### config.mk
export PLATFORM = sky130hd
export DESIGN_NAME = regfile_write_arbiter
export DESIGN_NICKNAME = d
export VERILOG_FILES = /design/src/rtl/regfile_write_arbiter.sv
export SDC_FILE = /design/constraint.sdc
export NUM_CORES = 1
export LEC_CHECK = 0
export CAP_MARGIN = 25
export CORE_MARGIN = 2
export CORE_UTILIZATION = 40
export DETAILED_ROUTE_END_ITERATION = 8
export PLACE_DENSITY_LB_ADDON = 0.25
export SLEW_MARGIN = 20
export SYNTH_ARGS = -nofsm -noshare
export SYNTH_HDL_FRONTEND = slang
export SYNTH_SLANG_ARGS = --single-unit
### constraint.sdc
create_clock -name Clock -period 8.45 [get_ports Clock]
set_input_delay 1.69 -clock Clock [delete_from_list [all_inputs] [get_ports Clock]]
set_output_delay 1.69 -clock Clock [all_outputs]
set_load 0.02 [all_outputs]
### src/rtl/regfile_write_arbiter.sv
// regfile_write_arbiter: shares the register file's single write port between
// an ALU writeback source (0) and a load writeback source (1). Each source owns
// a one-entry holding buffer; buffered entries are granted round-robin into a
// registered write stage, and a pending-write bitmap is exported for hazards.
//
// Handshake: a request transfers on a rising clock edge where ReqValidN and
// ReqReadyN are both 1. ReqReadyN depends only on internal buffer state (never
// on ReqValid/ReqAddr), so a source must hold valid/addr/data stable until the
// transfer edge. A request to r0 completes the handshake but is discarded.
module regfile_write_arbiter #(
   parameter int DATA_WIDTH = 32,
   parameter int ADDR_WIDTH = 5,
   parameter int CNT_WIDTH  = 16
) (
   input  logic                       Clock,
   input  logic                       Reset,
   input  logic                       ReqValid0,
   input  logic [ADDR_WIDTH-1:0]      ReqAddr0,
   input  logic [DATA_WIDTH-1:0]      ReqData0,
   output logic                       ReqReady0,
   input  logic                       ReqValid1,
   input  logic [ADDR_WIDTH-1:0]      ReqAddr1,
   input  logic [DATA_WIDTH-1:0]      ReqData1,
   output logic                       ReqReady1,
   output logic [ADDR_WIDTH-1:0]      WriteAddr,
   output logic [DATA_WIDTH-1:0]      WriteData,
   output logic                       RegWrite,
   output logic [2**ADDR_WIDTH-1:0]   Busy,
   output logic [CNT_WIDTH-1:0]       ConflictCount
);

   localparam int NREG = 2**ADDR_WIDTH;

   // holding buffers
   logic                  r_buf0_v;
   logic [ADDR_WIDTH-1:0] r_buf0_addr;
   logic [DATA_WIDTH-1:0] r_buf0_data;
   logic                  r_buf1_v;
   logic [ADDR_WIDTH-1:0] r_buf1_addr;
   logic [DATA_WIDTH-1:0] r_buf1_data;

   // arbitration and write stage
   logic                  r_rr;
   logic                  r_reg_write;
   logic [ADDR_WIDTH-1:0] r_write_addr;
   logic [DATA_WIDTH-1:0] r_write_data;
   logic [CNT_WIDTH-1:0]  r_conflict_cnt;

   logic                  w_grant0;
   logic                  w_grant1;
   logic                  w_take0;
   logic                  w_take1;
   logic [NREG-1:0]       w_busy;

   // Grant comes from buffer state only; Rr breaks the tie when both are full.
   assign w_grant0  = r_buf0_v && (!r_buf1_v || !r_rr);
   assign w_grant1  = r_buf1_v && (!r_buf0_v ||  r_rr);

   // A buffer can take a new request if it is empty or is draining this cycle.
   assign ReqReady0 = !r_buf0_v || w_grant0;
   assign ReqReady1 = !r_buf1_v || w_grant1;

   assign w_take0   = ReqValid0 && ReqReady0;
   assign w_take1   = ReqValid1 && ReqReady1;

   // Source 0 buffer: load accepted requests, drop r0 writes, free on grant.
   always_ff @(posedge Clock or posedge Reset) begin
      if (Reset) begin
         r_buf0_v    <= 1'b0;
         r_buf0_addr <= '0;
         r_buf0_data <= '0;
      end else if (w_take0) begin
         r_buf0_v <= (ReqAddr0 != '0);
         if (ReqAddr0 != '0) begin
            r_buf0_addr <= ReqAddr0;
            r_buf0_data <= ReqData0;
         end
      end else if (w_grant0) begin
         r_buf0_v <= 1'b0;
      end
   end

   // Source 1 buffer: same behaviour as source 0.
   always_ff @(posedge Clock or posedge Reset) begin
      if (Reset) begin
         r_buf1_v    <= 1'b0;
         r_buf1_addr <= '0;
         r_buf1_data <= '0;
      end else if (w_take1) begin
         r_buf1_v <= (ReqAddr1 != '0);
         if (ReqAddr1 != '0) begin
            r_buf1_addr <= ReqAddr1;
            r_buf1_data <= ReqData1;
         end
      end else if (w_grant1) begin
         r_buf1_v <= 1'b0;
      end
   end

   // Write stage: capture the granted entry; address/data hold when idle.
   always_ff @(posedge Clock or posedge Reset) begin
      if (Reset) begin
         r_reg_write  <= 1'b0;
         r_write_addr <= '0;
         r_write_data <= '0;
      end else begin
         r_reg_write <= w_grant0 || w_grant1;
         if (w_grant1) begin
            r_write_addr <= r_buf1_addr;
            r_write_data <= r_buf1_data;
         end else if (w_grant0) begin
            r_write_addr <= r_buf0_addr;
            r_write_data <= r_buf0_data;
         end
      end
   end

   // Round-robin pointer: after any grant, priority moves to the other source.
   always_ff @(posedge Clock or posedge Reset) begin
      if (Reset) begin
         r_rr <= 1'b0;
      end else if (w_grant0) begin
         r_rr <= 1'b1;
      end else if (w_grant1) begin
         r_rr <= 1'b0;
      end
   end

   // Saturating count of cycles where both buffers compete.
   always_ff @(posedge Clock or posedge Reset) begin
      if (Reset) begin
         r_conflict_cnt <= '0;
      end else if (r_buf0_v && r_buf1_v && (r_conflict_cnt != {CNT_WIDTH{1'b1}})) begin
         r_conflict_cnt <= r_conflict_cnt + CNT_WIDTH'(1);
      end
   end

   // Pending-write bitmap: both buffers plus the active write stage; r0 never busy.
   always_comb begin
      w_busy = '0;
      if (r_buf0_v) w_busy[r_buf0_addr] = 1'b1;
      if (r_buf1_v) w_busy[r_buf1_addr] = 1'b1;
      if (r_reg_write) w_busy[r_write_addr] = 1'b1;
      w_busy[0] = 1'b0;
   end

   assign Busy          = w_busy;
   assign RegWrite      = r_reg_write;
   assign WriteAddr     = r_write_addr;
   assign WriteData     = r_write_data;
   assign ConflictCount = r_conflict_cnt;

endmodule

==> impl_metrics.json, run 1 <==
{
  "finalSetupViolations": 0,
  "syn-num-nets": 644,
  "area_growth_pct": 40.58,
  "cts-resized-gates": 0,
  "crit_type": "reg2out",
  "final_cell_mix": "clkdlybuf4s50_1 (164), nand2_1 (141), dfrtp_1 (131)",
  "fin_crit_sh": 0.5588,
  "worst_setup_path_end_kind": "primary output",
  "drcViolationCount": 0,
  "ant_nets": 0,
  "async_flop_share": 1.000,
  "synthCells": 565,
  "gp_congestion": 0.8234,
  "cts_tree": "yes",
  "p_leak_nw": 3.739,
  "grt_use_total": 0.2022,
  "die-area_um2": 16260,
  "r2r_slack_ps": 5950,
  "wl_um": 16080,
  "avgSynthCellArea_um2": 10.80,
  "rr_endpoint": "r_buf1_data[22]",
  "maxSlewViolCount": 0,
  "min_from": "r_buf0_data[14]",
  "cts_made_buffers": 17,
  "cts_buffer_depth": 2,
  "hold_viol": 0,
  "core_area_um2": 15030,
  "fmax_mhz": 211.8,
  "cts.clk_slew.worst_paths_ps": 60,
  "ys_seq_area_frac": 0.5372,
  "drive_gt1_frac": 0.1122,
  "synth_cell_types": 41,
  "antenna_cells": 0,
  "vdd_drop_max_uv": 160.1,
  "grt_pass1_vias": 4884,
  "rsz0062_at_grt": "false",
  "finalCriticalPeriod_ps": 4722,
  "drt_iter0_drc": 367,
  "p_switching_w": 0.001049,
  "maxCapViolCount": 0,
  "vias": 4960,
  "synth_enable_flop_cells": 0,
  "clockPowerShare": 0.264,
  "antenna_found_initial": 0,
  "pre_cts_slack_ps": 4245,
  "hold_path_depth": 2,
  "setup_slack_ps": 3728,
  "clock_latency_ps": 400,
  "synth_area_um2": 6102,
  "internal-power_w": 0.001851,
  "grt_max_degree": 77,
  "ios": 166,
  "tns_ps": 0,
  "wl_per_cell_um": 17.49,
  "synth_ff_type": "dfrtp_1",
  "cp.required_ps": 6760,
  "hold_buffers": 0,
  "final_common_cell": "clkdlybuf4s50_1",
  "chipWidth_um": 127.5,
  "port_buffers": 164,
  "grt_overflow_total": 0,
  "die_height_um": 127.5,
  "grt_first_pass_wirelength_um": 25560,
  "initial_utilization": 0.4059,
  "pwr-share-comb": 0.380,
  "clock_skew_ps": 7.124,
  "min_path_type": "reg2reg",
  "status": "finished, final reports clean",
  "whs_endpoint": "WriteData[14]",
  "cp.arrival_ps": 3030,
  "drt_pre_antenna_iters": 8,
  "clkSinkCount": 131,
  "p_per_area_nw_per_um2": 338.1,
  "avgViaCountPerCell": 5.397,
  "root_buffer": "clkbuf_16",
  "rows": 45,
  "yosysWarnings": 0,
  "critPathMaxFanout": 18,
  "synth_seq_cells": 131,
  "startpoint_type": "flop",
  "cts_setup_buffers": 0,
  "nets": 797,
  "r2r-start": "r_buf1_v",
  "h-tree-depth": 4,
  "switching_share": 0.3619,
  "p_seq_frac": 0.356,
  "power_w": 0.002900,
  "slew_headroom": 0.3063,
  "worst_slew_pin_slew_ps": 1038,
  "hpwl_um": 10960,
  "r2r_cells": 4
}
cell usage after synthesis (all sizes together), types with 2 or more instances:
cell    number  area [um^2]
nor3b       12        90.09
a222oi       2        20.02
buf         14        121.4
o21ai        2        10.01
o211ai       2        25.02
nand4        9        56.30
a21oi        4        20.02
or4          2        15.01
a21boi       2        15.01
a22oi       64        480.5
nor2        16        60.06
nand3        5        25.02
nor3         7        35.03
nor4         4        25.02
xor2         5        43.79
inv          7        26.28
a31oi        5        31.28
mux2        73        822.0
and3b        7        61.31
and3         8        50.05
nand2      141        529.3
xnor2        5        43.79
dfrtp      131         3278
mux2i        3        30.03
clkbuf      23        86.33
a32o         2        20.02
state kept, by name (all words and copies together), names as in the netlist:
signal / flops
r_buf0_v: 1
r_rr: 1
WriteAddr: 5
r_buf0_data: 32
ConflictCount: 16
r_buf0_addr: 5
r_buf1_v: 1
r_buf1_addr: 5
WriteData: 32
RegWrite: 1
r_buf1_data: 32
power groups by stage:
stage	combinational, W	clock [W]	sequential [W]
after floorplan	0.000552	0	0.00107
after global placement	0.00105	0	0.00103
after detailed placement	0.00110	0	0.00103
after CTS	0.00110	0.000781	0.00103
after global routing	0.00119	0.000813	0.00106
final	0.00110	0.000766	0.00103
how the worst max path moves through the flow:
stage / startpoint / to / slack (ps) / cells past startpoint
final: r_buf1_v / Busy[24] / 3730 / 4
after global routing: r_buf0_v / Busy[20] / 3620 / 4
after CTS: r_buf1_v / Busy[24] / 3780 / 4
after detailed placement: r_buf1_v / Busy[24] / 4240 / 4
after global placement: r_buf1_v / Busy[16] / 4200 / 4
after floorplan: Reset / ConflictCount[0] / 3260 / 1
kinds of logic after synthesis:
group	share of synthesized area
fa+ha+maj	0.002050
compound gates	0.1076
other cells	0.0006145
mux	0.1396
buf+inv	0.03834
xor+xnor	0.01435
flops	0.5372
simple gates	0.1601
final cells by class:
type | count | area [um^2]
multi-input combinational | 390 | 2638
tap | 188 | 235.2
sequential | 131 | 3278
timing repair buffer | 171 | 1774
clock inverter | 14 | 185.2
fill | 1239 | 6455
clock buffer | 18 | 439.2
inverter | 7 | 28.78
layer usage:
layer  global-route usage  vias up  routed length [um]
met3              0.05863       14                 998
met4              0.05947        0                 124
li1                     -     2320                   -
met5                    0        -                   0
met2               0.3394      180                8042
met1               0.2548     2446                6910
worst max-delay path: stages (launching register included):
cell             delay (ps)
dfrtp_1                 750
nor3b_1                 910
a22oi_1                 230
nand2_1                 130
clkdlybuf4s50_1         600
stage by stage:
stage | instance area, um^2 | std cells | hold slack (ps) | utilization
final | 8578 | 919 | 467.5 | 0.5706
after global routing | 8578 | 919 | 497.3 | 0.5706
after CTS | 8523 | 917 | 470.6 | 0.5670
after detailed placement | 7899 | 885 | 462.4 | 0.5254
after global placement | 7844 | 883 | 452.3 | 0.5218
after floorplan | 6102 | 565 | 440.4 | -
No activity file was read; power rests on OpenSTA's default activity.
==> inputs of run 2 (changes only) <==
- clock period: 8.45 -> 4.4 ns (I/O delays scaled with it)
==> run 2 against run 1 <==
  * Wire length is 0.30% higher
  * Final area is 0.85% higher
  * Via count is 1.1% lower
  * Utilization is 0.48 points higher
  * Clock-buffer cell count stayed put
  * Register-to-register slack worse by 3900 ps
  * Clock skew hardly changed
  * Setup slack worse by 3200 ps
  * Critical path type unchanged
  * Sequential share of layout area is 0.32 points lower
  * Clock power is 110% higher
  * Combinational power is 94% higher
==> impl_metrics.json, run 2 (synthesis gave the netlist of run 1 again) <==
{
  "path_buf_inv": 1,
  "nets": 798,
  "fmax_mhz": 259.5,
  "core_area_um2": 15030,
  "cts_buffer_depth": 2,
  "h-tree-depth": 4,
  "startpoint_type": "flop",
  "gp_congestion": 0.8589,
  "drt_pre_antenna_iters": 5,
  "worst_slew_pin_slew_ps": 1030,
  "port_buffers": 164,
  "r2r_slack_ps": 2080,
  "cp.arrival_ps": 2970,
  "finalSetupViolations": 0,
  "cts_setup_buffers": 0,
  "vias": 4905,
  "area_growth_pct": 41.77,
  "grt_first_pass_wirelength_um": 25760,
  "power_w": 0.005689,
  "tns_ps": 0,
  "hold_buffers": 0,
  "status": "finished, final reports clean",
  "crit_path_cell_trace": "nor3b_1, a22oi_1, nand2_1, clkdlybuf4s50_1",
  "drt_iter0_drc": 298,
  "die_height_um": 127.5,
  "avgViaCountPerCell": 5.332,
  "routed.top_layer": "met4",
  "chipWidth_um": 127.5,
  "drcViolationCount": 0,
  "cts-resized-gates": 0,
  "grt_overflow_total": 0,
  "antenna_found_initial": 0,
  "routed-wl-met3_um": 979,
  "wl_met1_um": 6948,
  "cts.clk_slew.worst_paths_ps": 60,
  "slowest_stage": "nor3b_1",
  "hold_viol": 0,
  "wl_um": 16120,
  "wl_per_cell_um": 17.53,
  "final_cell_mix": "clkdlybuf4s50_1 (164), nand2_1 (141), dfrtp_1 (131)",
  "ios": 166,
  "dpl_cell_area_um2": 7931,
  "cts_tree": "yes",
  "p_leak_nw": 3.774,
  "clock_latency_ps": 400,
  "fin_crit_sh": 0.8757,
  "fin_area_um2": 8651,
  "clock_skew_ps": 7.154,
  "rsz0062_at_grt": "false",
  "maxSlewViolCount": 0,
  "grt_pass1_vias": 4957,
  "fin_util": 0.5754,
  "rows": 45,
  "cts_made_buffers": 17,
  "vdd_drop_max_uv": 416.2,
  "ant_nets": 0,
  "slew_headroom": 0.3122,
  "antenna_cells": 0,
  "cp_top_family": "simple AND/OR/NAND/NOR gates",
  "crit_type": "reg2out",
  "cpPeakStageDelay_ps": 860,
  "finalCriticalPeriod_ps": 3853,
  "initial_utilization": 0.4059,
  "nFillCells": 1292,
  "final_common_cell": "clkdlybuf4s50_1",
  "p_per_area_nw_per_um2": 657.6,
  "drive_gt1_frac": 0.1134,
  "grt_max_degree": 74,
  "die-area_um2": 16260,
  "worst_setup_path_end_kind": "primary output",
  "cp.required_ps": 3520,
  "root_buffer": "clkbuf_16",
  "critPathMaxFanout": 18,
  "hpwl_um": 11120,
  "grt_use_total": 0.2018,
  "min_path_type": "reg2reg",
  "maxCapViolCount": 0,
  "routed-wl-met2_um": 8035,
  "clkSinkCount": 131
}
## run 2: changes by cell type in the layout (fill, tap and decap cells not counted), sizes merged
cell and delta:
buf +1, bufinv +2, clkinv -1, clkinvlp -1
## run 2: path summary, 6_finish.rpt
path                                 from         endpoint  depth (start not counted)
setup / recovery                 r_buf1_v         Busy[16]                          4
hold / removal             r_buf0_data[0]     WriteData[0]                          2
setup reg to reg                 r_buf1_v   r_buf0_addr[3]                          4
hold reg to reg            r_buf0_data[0]     WriteData[0]                          2
max in group asynchronous           Reset   r_buf0_data[6]                          4
min in group asynchronous           Reset  r_buf1_data[20]                          2
## run 2: final cells by class
type                       count  area (um^2)  share of cell area
clock buffer                  18        439.2             0.05077
clock inverter                14        232.7             0.02690
inverter                       7        28.78            0.003327
multi-input combinational    390         2638              0.3049
sequential                   131         3278              0.3789
tap                          188        235.2             0.02719
timing repair buffer         172         1799              0.2080
## run 2: worst min-delay path, delay by kind of cell, from the launching register on
family | cells | cell delay [ps]
flip-flops | 1 | 330
AND/OR/NAND/NOR | 2 | 100
## run 2: per-stage QoR
step | setup slack (ps) | hold WS, ps | cells
6_report | 547.0 | 465.6 | 920
5_1_grt | 375.5 | 486.1 | 920
4_1_cts | 516.8 | 470.7 | 918
3_5_place_dp | 1013 | 457.9 | 886
3_3_place_gp | 989.1 | 450.3 | 884
2_1_floorplan | 22.30 | 440.4 | 565
## run 2: per-layer routing
| metal | vias to the layer above | GRT usage |
|---|---|---|
| li1 | 2310 | - |
| met1 | 2406 | 0.2555 |
| met2 | 175 | 0.3422 |
| met3 | 14 | 0.05528 |
| met4 | 0 | 0.05430 |
| met5 | - | 0 |
## run 2: where the power goes
part           switching [W]  internal [W]  total [W]
registers           0.000373       0.00160    0.00197
logic                0.00113       0.00100    0.00213
clock network       0.000509       0.00108    0.00158
total                0.00201       0.00368    0.00569
==> inputs of run 3 (changes only) <==
- CAP_MARGIN: 25 -> 40
==> run 3 against run 2 <==
  * Clock skew is 0.87 ps lower
  * Die area unchanged
  * Critical path depth is 1 higher
  * Utilization down 0.13 points
  * Critical endpoint is now Busy[26]
  * Combinational power about the same
  * Power is 1.8% lower
  * Maximum frequency increased by 8.4%
  * Worst hold slack about the same
  * Highest routed layer unchanged
  * Largest cell class unchanged
  * Critical path type unchanged
  * Register-to-register slack better by 40 ps
==> impl_metrics.json, run 3 (synthesis gave the netlist of run 1 again) <==
{
  "port_buffers": 164,
  "startpoint_type": "flop",
  "chipWidth_um": 127.5,
  "fin_area_um2": 8631,
  "die_height_um": 127.5,
  "fin_crit_sh": 0.8081,
  "drt_pre_antenna_iters": 6,
  "fmax_mhz": 281.2,
  "vias": 4959,
  "busiest_layer": "met2",
  "wl_per_cell_um": 17.45,
  "finalSetupViolations": 0,
  "cts_buffer_depth": 2,
  "root_buffer": "clkbuf_16",
  "clock_latency_ps": 410,
  "drcViolationCount": 0,
  "worst_slew_pin_slew_ps": 723.6,
  "cts_setup_buffers": 0,
  "ios": 166,
  "grt_pass1_vias": 5047,
  "maxSlewViolCount": 0,
  "final_cell_mix": "clkdlybuf4s50_1 (164), nand2_1 (141), dfrtp_1 (131)",
  "gr-usage-met1": 0.2594,
  "cp.arrival_ps": 2680,
  "finalCriticalPeriod_ps": 3556,
  "nets": 801,
  "cp.required_ps": 3520,
  "cts-resized-gates": 0,
  "crit_type": "reg2out",
  "dpl_cell_area_um2": 8001,
  "die-area_um2": 16260,
  "hold_buffers": 0,
  "h-tree-depth": 4,
  "wl_um": 16100,
  "hpwl_um": 11440,
  "area_growth_pct": 41.44,
  "core_area_um2": 15030,
  "nFillCells": 1277,
  "p_leak_nw": 3.774,
  "met2_usage": 0.3501,
  "antenna_cells": 0,
  "rows": 45,
  "critPathMaxFanout": 18,
  "tns_ps": 0,
  "cts_tree": "yes",
  "clock_skew_ps": 6.286,
  "grt_overflow_total": 0,
  "gp_congestion": 0.8589,
  "ant_nets": 0,
  "antenna_found_initial": 0,
  "drt_iter0_drc": 295,
  "rsz0062_at_grt": "false",
  "maxCapViolCount": 0,
  "hold_viol": 0,
  "vdd_drop_max_uv": 343.9,
  "cts_made_buffers": 17,
  "grt_max_degree": 60,
  "worst_setup_path_end_kind": "primary output",
  "use_met3": 0.06114,
  "grt_use_total": 0.2060,
  "min_path_type": "reg2reg",
  "slew_headroom": 0.5164,
  "final_common_cell": "clkdlybuf4s50_1",
  "grt_first_pass_wirelength_um": 26140,
  "drive_gt1_frac": 0.1129,
  "status": "finished, final reports clean",
  "p_per_area_nw_per_um2": 647.4,
  "initial_utilization": 0.4059,
  "avgViaCountPerCell": 5.373,
  "clkSinkCount": 131,
  "cts.clk_slew.worst_paths_ps": 50
}
## run 3: cell count changes in the layout (fill, tap and decap cells not counted)
cell,previous run,this run
bufinv_16,6,4
buf_16,3,4
clkinvlp_4,2,1
buf_12,3,2
buf_2,0,3
clkbuf_8,1,3
clkinv_2,4,3
inv_6,1,0
clkbuf_1,0,3
## run 3: area by class of cell
type | count | area [um^2] | area share
Multi-Input combinational cell | 390 | 2638 | 0.3056
Sequential cell | 131 | 3278 | 0.3798
Tap cell | 188 | 235.2 | 0.02725
Clock buffer | 23 | 478.0 | 0.05538
Timing Repair Buffer | 175 | 1822 | 0.2111
Inverter | 7 | 28.78 | 0.003334
Clock inverter | 9 | 151.4 | 0.01754
## run 3: final timing paths
| kind | start | end | slack, ps | cells past startpoint |
|---|---|---|---|---|
| worst max-delay path | r_buf1_v | Busy[26] | 840 | 5 |
| worst min-delay path | r_buf0_data[16] | WriteData[16] | 470 | 2 |
| worst max register to register | r_buf1_v | r_buf0_data[27] | 2120 | 4 |
| worst min register to register | r_buf0_data[16] | WriteData[16] | 470 | 2 |
| max in group asynchronous | Reset | WriteData[31] | 2960 | 3 |
| min in group asynchronous | Reset | r_buf1_data[23] | 820 | 2 |
## run 3: critical path, stage by stage, from the launching register on
cell and delay, ps:
dfrtp_1 730, nand2_1 100, nor2_1 510, a222oi_1 240
inv_1 80, clkdlybuf4s50_1 590
## run 3: layer usage
metal / wire length (um) / up-vias
met4: 60 / 0
met5: 0 / -
met1: 6865 / 2438
met3: 1057 / 4
li1: - / 2321
met2: 8118 / 196
## run 3: per-stage QoR
step	setup WS, ps	std cells	hold WS, ps	utilization	total power (W)
2_1_floorplan	22.30	565	440.4	-	0.003122
3_3_place_gp	989.1	884	450.3	0.5239	0.003991
3_5_place_dp	1178	891	453.4	0.5323	0.004132
4_1_cts	859.4	923	466.1	0.5741	0.005632
5_1_grt	642.5	923	488.1	0.5741	0.005919
6_report	844.4	923	465.2	0.5741	0.005587
## run 3: report_power, final
| part | internal [W] | leakage (nW) | switching, W |
|---|---|---|---|
| Combinational | 0.00101 | 1.90 | 0.00113 |
| Sequential | 0.00160 | 1.57 | 0.000365 |
| Clock | 0.000991 | 0.307 | 0.000488 |
| Total | 0.00360 | 3.77 | 0.00199 |
